$ cat src/rtl/evo_i2c_target.sv
`default_nettype none
// ============================================================================
// Module   : evo_i2c_target
// Purpose  : I2C target (responder) for the EVO I2C_Reg interface. Listens
//            on oversampled SCL/SDA at a 7-bit address and maps a register
//            pointer plus data bytes onto a one-cycle local register bus.
// Revision : 1.0 - initial release
// ============================================================================
module evo_i2c_target #(
  parameter logic [6:0] I2C_ADDR   = 7'h10,
  parameter int         REG_AWIDTH = 4,
  parameter int         FILT_LEN   = 3
) (
  input  logic                  clk,
  input  logic                  rstn,
  input  logic                  scl_in,
  input  logic                  sda_in,
  output logic                  sda_oe,
  output logic                  wr_en,
  output logic [REG_AWIDTH-1:0] wr_addr,
  output logic [7:0]            wr_data,
  output logic                  rd_en,
  output logic [REG_AWIDTH-1:0] rd_addr,
  input  logic [7:0]            rd_data,
  output logic                  busy
);

  typedef enum logic [3:0] {
    S_IDLE      = 4'd0,
    S_ADDR      = 4'd1,
    S_ADDR_ACK  = 4'd2,
    S_PTR       = 4'd3,
    S_PTR_ACK   = 4'd4,
    S_WDATA     = 4'd5,
    S_WDATA_ACK = 4'd6,
    S_RD_LOAD   = 4'd7,
    S_RDATA     = 4'd8,
    S_RD_ACK    = 4'd9,
    S_IGNORE    = 4'd10
  } state_t;

  // --------------------------------------------------------------------------
  // Input conditioning
  // --------------------------------------------------------------------------
  logic [1:0]          scl_sync, sda_sync;
  logic [FILT_LEN-1:0] scl_hist, sda_hist;
  logic                scl_f, sda_f, scl_prev, sda_prev;

  // Two-flop synchronizers feeding a sample history per line
  always_ff @(posedge clk or negedge rstn) begin
    if (!rstn) begin
      scl_sync <= 2'b11;
      sda_sync <= 2'b11;
      scl_hist <= '1;
      sda_hist <= '1;
    end else begin
      scl_sync <= {scl_sync[0], scl_in};
      sda_sync <= {sda_sync[0], sda_in};
      scl_hist <= {scl_hist[FILT_LEN-2:0], scl_sync[1]};
      sda_hist <= {sda_hist[FILT_LEN-2:0], sda_sync[1]};
    end
  end

  // Glitch filter: a level is accepted only after FILT_LEN equal samples
  always_ff @(posedge clk or negedge rstn) begin
    if (!rstn) begin
      scl_f    <= 1'b1;
      sda_f    <= 1'b1;
      scl_prev <= 1'b1;
      sda_prev <= 1'b1;
    end else begin
      if (scl_hist == {FILT_LEN{1'b1}})      scl_f <= 1'b1;
      else if (scl_hist == {FILT_LEN{1'b0}}) scl_f <= 1'b0;
      if (sda_hist == {FILT_LEN{1'b1}})      sda_f <= 1'b1;
      else if (sda_hist == {FILT_LEN{1'b0}}) sda_f <= 1'b0;
      scl_prev <= scl_f;
      sda_prev <= sda_f;
    end
  end

  logic scl_rise, scl_fall, start_det, stop_det;
  assign scl_rise  = scl_f & ~scl_prev;
  assign scl_fall  = ~scl_f & scl_prev;
  // SCL must be high on both samples so an SCL edge never masquerades as
  // a bus condition
  assign start_det = scl_f & scl_prev & sda_prev & ~sda_f;
  assign stop_det  = scl_f & scl_prev & ~sda_prev & sda_f;

  // --------------------------------------------------------------------------
  // Protocol engine
  // --------------------------------------------------------------------------
  state_t                state, state_nxt;
  logic [7:0]            shift, shift_nxt;
  logic [3:0]            bit_cnt, bit_cnt_nxt;
  logic [REG_AWIDTH-1:0] ptr, ptr_nxt;
  logic                  rw, rw_nxt;
  logic                  sda_oe_nxt, wr_en_nxt, rd_en_nxt, busy_nxt;
  logic [REG_AWIDTH-1:0] wr_addr_nxt, rd_addr_nxt;
  logic [7:0]            wr_data_nxt;

  logic [7:0] byte_in;
  logic       last_bit;
  logic       addr_match;
  assign byte_in    = {shift[6:0], sda_f};
  assign last_bit   = (bit_cnt == 4'd7);
  // General call (0x00) is never answered
  assign addr_match = (byte_in[7:1] == I2C_ADDR) && (byte_in[7:1] != 7'd0);

  // State and datapath registers
  always_ff @(posedge clk or negedge rstn) begin
    if (!rstn) begin
      state   <= S_IDLE;
      shift   <= 8'd0;
      bit_cnt <= 4'd0;
      ptr     <= '0;
      rw      <= 1'b0;
      sda_oe  <= 1'b0;
      wr_en   <= 1'b0;
      wr_addr <= '0;
      wr_data <= 8'd0;
      rd_en   <= 1'b0;
      rd_addr <= '0;
      busy    <= 1'b0;
    end else begin
      state   <= state_nxt;
      shift   <= shift_nxt;
      bit_cnt <= bit_cnt_nxt;
      ptr     <= ptr_nxt;
      rw      <= rw_nxt;
      sda_oe  <= sda_oe_nxt;
      wr_en   <= wr_en_nxt;
      wr_addr <= wr_addr_nxt;
      wr_data <= wr_data_nxt;
      rd_en   <= rd_en_nxt;
      rd_addr <= rd_addr_nxt;
      busy    <= busy_nxt;
    end
  end

  // Next-state and output decode; bus conditions override every state
  always_comb begin
    state_nxt   = state;
    shift_nxt   = shift;
    bit_cnt_nxt = bit_cnt;
    ptr_nxt     = ptr;
    rw_nxt      = rw;
    sda_oe_nxt  = sda_oe;
    wr_en_nxt   = 1'b0;
    wr_addr_nxt = wr_addr;
    wr_data_nxt = wr_data;
    rd_en_nxt   = 1'b0;
    rd_addr_nxt = rd_addr;
    busy_nxt    = busy;

    if (stop_det) begin
      state_nxt   = S_IDLE;
      sda_oe_nxt  = 1'b0;
      busy_nxt    = 1'b0;
      bit_cnt_nxt = 4'd0;
      shift_nxt   = 8'd0;
    end else if (start_det) begin
      state_nxt   = S_ADDR;
      sda_oe_nxt  = 1'b0;
      bit_cnt_nxt = 4'd0;
      shift_nxt   = 8'd0;
    end else begin
      case (state)
        S_ADDR: begin
          if (scl_rise) begin
            shift_nxt   = byte_in;
            bit_cnt_nxt = bit_cnt + 4'd1;
            if (last_bit) begin
              if (addr_match) begin
                rw_nxt    = byte_in[0];
                busy_nxt  = 1'b1;
                state_nxt = S_ADDR_ACK;
              end else begin
                busy_nxt  = 1'b0;
                state_nxt = S_IGNORE;
              end
            end
          end
        end

        // ACK states: the first SCL fall starts driving the ACK, the
        // second one (sda_oe already set) ends the ACK bit
        S_ADDR_ACK: begin
          if (scl_fall) begin
            if (!sda_oe) begin
              sda_oe_nxt = 1'b1;
            end else begin
              sda_oe_nxt  = 1'b0;
              bit_cnt_nxt = 4'd0;
              shift_nxt   = 8'd0;
              if (rw) begin
                rd_en_nxt   = 1'b1;
                rd_addr_nxt = ptr;
                state_nxt   = S_RD_LOAD;
              end else begin
                state_nxt   = S_PTR;
              end
            end
          end
        end

        S_PTR: begin
          if (scl_rise) begin
            shift_nxt   = byte_in;
            bit_cnt_nxt = bit_cnt + 4'd1;
            if (last_bit) begin
              ptr_nxt   = byte_in[REG_AWIDTH-1:0];
              state_nxt = S_PTR_ACK;
            end
          end
        end

        S_WDATA: begin
          if (scl_rise) begin
            shift_nxt   = byte_in;
            bit_cnt_nxt = bit_cnt + 4'd1;
            if (last_bit) begin
              wr_en_nxt   = 1'b1;
              wr_addr_nxt = ptr;
              wr_data_nxt = byte_in;
              ptr_nxt     = ptr + 1'b1;
              state_nxt   = S_WDATA_ACK;
            end
          end
        end

        S_PTR_ACK, S_WDATA_ACK: begin
          if (scl_fall) begin
            if (!sda_oe) begin
              sda_oe_nxt = 1'b1;
            end else begin
              sda_oe_nxt  = 1'b0;
              bit_cnt_nxt = 4'd0;
              shift_nxt   = 8'd0;
              state_nxt   = S_WDATA;
            end
          end
        end

        // rd_data is valid the cycle after rd_en, so wait while rd_en is high
        S_RD_LOAD: begin
          if (!rd_en) begin
            shift_nxt   = rd_data;
            ptr_nxt     = ptr + 1'b1;
            sda_oe_nxt  = ~rd_data[7];
            bit_cnt_nxt = 4'd0;
            state_nxt   = S_RDATA;
          end
        end

        S_RDATA: begin
          if (scl_rise) begin
            bit_cnt_nxt = bit_cnt + 4'd1;
          end else if (scl_fall) begin
            if (bit_cnt == 4'd8) begin
              sda_oe_nxt = 1'b0;
              state_nxt  = S_RD_ACK;
            end else begin
              shift_nxt  = {shift[6:0], 1'b0};
              sda_oe_nxt = ~shift[6];
            end
          end
        end

        // bit_cnt==9 marks a host ACK seen on this bit
        S_RD_ACK: begin
          if (scl_rise) begin
            if (sda_f) begin
              busy_nxt  = 1'b0;
              state_nxt = S_IGNORE;
            end else begin
              bit_cnt_nxt = 4'd9;
            end
          end else if (scl_fall && (bit_cnt == 4'd9)) begin
            bit_cnt_nxt = 4'd0;
            rd_en_nxt   = 1'b1;
            rd_addr_nxt = ptr;
            state_nxt   = S_RD_LOAD;
          end
        end

        default: begin
          // S_IDLE and S_IGNORE wait for the next START/STOP
        end
      endcase
    end
  end

endmodule
`default_nettype wire

$ cat config.mk
export PLATFORM = sky130hd
export DESIGN_NAME = evo_i2c_target
export DESIGN_NICKNAME = d
export VERILOG_FILES = /design/src/rtl/evo_i2c_target.sv
export SDC_FILE = /design/constraint.sdc
export NUM_CORES = 1
export LEC_CHECK = 0
export CORE_MARGIN = 4
export CORE_UTILIZATION = 30
export CTS_CLUSTER_SIZE = 10
export DETAILED_ROUTE_END_ITERATION = 8
export GPL_ROUTABILITY_DRIVEN = 0
export HOLD_SLACK_MARGIN = 0.06
export PLACE_DENSITY_LB_ADDON = 0.3
export SETUP_SLACK_MARGIN = 0.05
export SLEW_MARGIN = 15
export SYNTH_ARGS = -nofsm -noshare
export SYNTH_HDL_FRONTEND = slang
export SYNTH_SLANG_ARGS = --single-unit
$ cat constraint.sdc
create_clock -name clk -period 3.02 [get_ports clk]
set_input_delay 0.302 -clock clk [delete_from_list [all_inputs] [get_ports clk]]
set_output_delay 0.302 -clock clk [all_outputs]
set_load 0.02 [all_outputs]
==> out/metrics.csv <==
metric;value;unit
grt_max_degree;47;
clock_sinks;54;
crit_cells;7;
tightest_slew;784;ps
grt_pass1_wl;11500;um
ir_drop;0.361;mV
port_buffers;31;
insertion_delay;310;ps
yosysUniqueCellTypes;58;
crit_buf_inv;0;
async_flop_share;100;%
run_status;finished clean;
nets;337;
cp.arrival;2720;ps
synth_edf_count;0;
synthSimpleGateAreaFrac;20.1;%
ios;32;
wire_per_inst;15.1;um
hp-class;register to register;
r2r.worst_path.cells;7;
clock_skew;8.40;ps
tns;0;ps
grt_antenna_before_repair;0;
area_growth;18.1;%
syn_area;0.00288;sq mm
setup_violations;0;
fin_crit;2520;ps
root_buffer;clkbuf_8;
chipHeight;106;um
die_area;0.0112;sq mm
dp.cells;441;
avgSynthCellArea;9.71;sq um
die_w;106;um
cts_tree;built;
synth_nets;312;
yosys.area.top_type;dfrtp_1;
relSlewSlack;47.7;%
ys_top_cells_by_count;58 x nand2_1, 40 x dfrtp_1, 22 x o21ai_0, 14 x dfstp_2, 14 x nor2_1;
grtUsageMet2;19.8;%
drv_cap;0;
wirelength;6790;um
synth-xor-area-share;0.305;%
synthAdderAreaFrac;2.09;%
max_stage_delay;860;ps
grt_use_total;12.5;%
synthCells;296;
startpoint_type;register;
fin_crit_sh;83.4;%
drc;0;
critical-path-top-delay-family;simple AND/OR/NAND/NOR gates;
grt_pass1_vias;2241;
rsz0062_at_grt;no;
overflow;0;
path_clk_slew;110;ps
drtAntennaViolNets;0;
required;3220;ps
fillCellCount;963;
start_util;31.0;%
route.vias.total;2292;
htreeDepth;2;
met3_usage;2.25;%
synth_ff_type;dfrtp_1;
synth_compound_gate_area_share;21.0;%
clock.fmax;397;MHz
drt_first_pass_iters;4;
post_drt_via_cell_ratio;5.08;
yosysSeqAreaShare;47.6;%
hold_viol;0;
clk_path_buf_depth;2;
cpMaxStageDelayCell;dfrtp_1;
diodes;0;
stdcell_count;451;
placementRows;35;
synth_top_family_by_area;compound AO/OA/AOI/OAI gates;
synth-seq-cells;54;
path_cells;nor4bb_4 > and2_1 > a32oi_2 > o22ai_1 > nor3_1 > a31oi_1 > o21ai_0;
dpl.hpwl;4760;um
yosysWarningCount;0;
core;0.00928;sq mm
drive_above_1_share;14.9;%
use_met1;17.8;%
synth_mux_area_share;3.79;%
synth.area.top_cells;dfrtp_1 35%, dfstp_2 13%, nand2_1 7.6%, o21ai_0 3.8%, a22oi_1 2.6%;
final_max_slew_viol_count;0;
busiest_layer;met2;
crit_type;register to register;
end_kind;register;
cts-buffers-inserted;5;
whs_path_depth;0;
yosys.area.top_type_share;34.8;%
p_leak;1.44;nW
drtIter0Drc;259;
powerDensity;753;mW/mm^2
worstPathMaxFanout;27;
yosysMostFrequentCell;nand2_1;
-- sequential cells by signal, indices dropped and copies added, names as in the netlist, 2 cells and up --
register  flops
wr_data       8
shift         7
bit_cnt       4
ptr           4
rd_addr       4
state         4
wr_addr       4
scl_hist      3
sda_hist      3
scl_sync      2
sda_sync      2
-- cells by family after synthesis --
| group | Yosys count |
|---|---|
| simple gates | 118 |
| xor+xnor | 1 |
| compound gates | 82 |
| flops | 54 |
| buf+inv | 26 |
| fa+ha+maj | 5 |
| mux | 10 |
-- where the power goes --
group          internal [mW]  switching, mW
logic                  0.428          0.550
clock network          0.221          0.255
registers              0.845          0.261
total                   1.49           1.07
-- cell type report --
class / count / area (sq um) / share of cell area [%]
clock buffer: 6 / 93.8 / 2.76
clock inverter: 2 / 17.5 / 0.516
inverter: 8 / 30.0 / 0.884
multi-input combinational: 216 / 1360 / 40.0
sequential: 54 / 1370 / 40.3
tap: 129 / 161 / 4.75
timing repair buffer: 36 / 365 / 10.8
-- per-layer routing --
layer  vias up  routed length (um)
li1       1106                   -
met1      1117                3240
met2        62                3200
met3         7                 291
met4         0                  66
met5         -                   0
-- cells in the final DEF, fill, tap and decap left out, types with 2 or more instances in the layout --
master,netlist,layout
o31ai_1,8,8
nand3_1,11,11
nor2b_1,6,6
nor3_1,4,4
a31oi_1,4,4
and3_1,2,2
mux2i_1,3,3
buf_4,1,3
nand2_1,58,58
clkbuf_8,0,5
ha_1,4,4
o21ai_0,22,22
o211a_1,2,2
mux2_2,5,5
nor2_1,14,14
a22oi_1,10,10
o22ai_1,3,3
a21oi_1,12,12
mux2_1,2,2
inv_1,8,8
clkdlybuf4s50_1,0,30
and2_1,2,2
dfstp_2,14,14
o211ai_1,2,2
nor3b_1,2,2
nand2b_1,4,4
nand4_1,5,5
dfrtp_1,40,40
a211o_1,3,3
-- path summary, 6_finish.rpt --
path,slack [ps],start,end
max in group asynchronous,1700,rstn,scl_prev
hold reg to reg,360,scl_sync[1],scl_hist[0]
hold / removal,360,scl_sync[1],scl_hist[0]
setup / recovery,500,state[0],bit_cnt[3]
min in group asynchronous,520,rstn,wr_addr[0]
setup reg to reg,500,state[0],bit_cnt[3]
-- metrics by stage --
stage,utilization [%],power [mW],hold slack [ps],area (sq um),setup slack (ps)
after floorplan,-,1.88,6.41,2880,1050
after global placement,35.0,2.07,346,3250,606
after detailed placement,35.0,2.07,349,3250,552
after CTS,36.2,2.57,210,3360,544
after global routing,36.6,2.75,367,3400,322
final,36.6,2.56,363,3400,502
-- what timing repair did --
item,in CTS,in global routing
hold endpoints to repair,0,23
hold buffers,0,1
buffers inserted,0,0
setup endpoints to repair,0,0
gates resized for setup,0,0
Power figures use the tool's default switching activity.
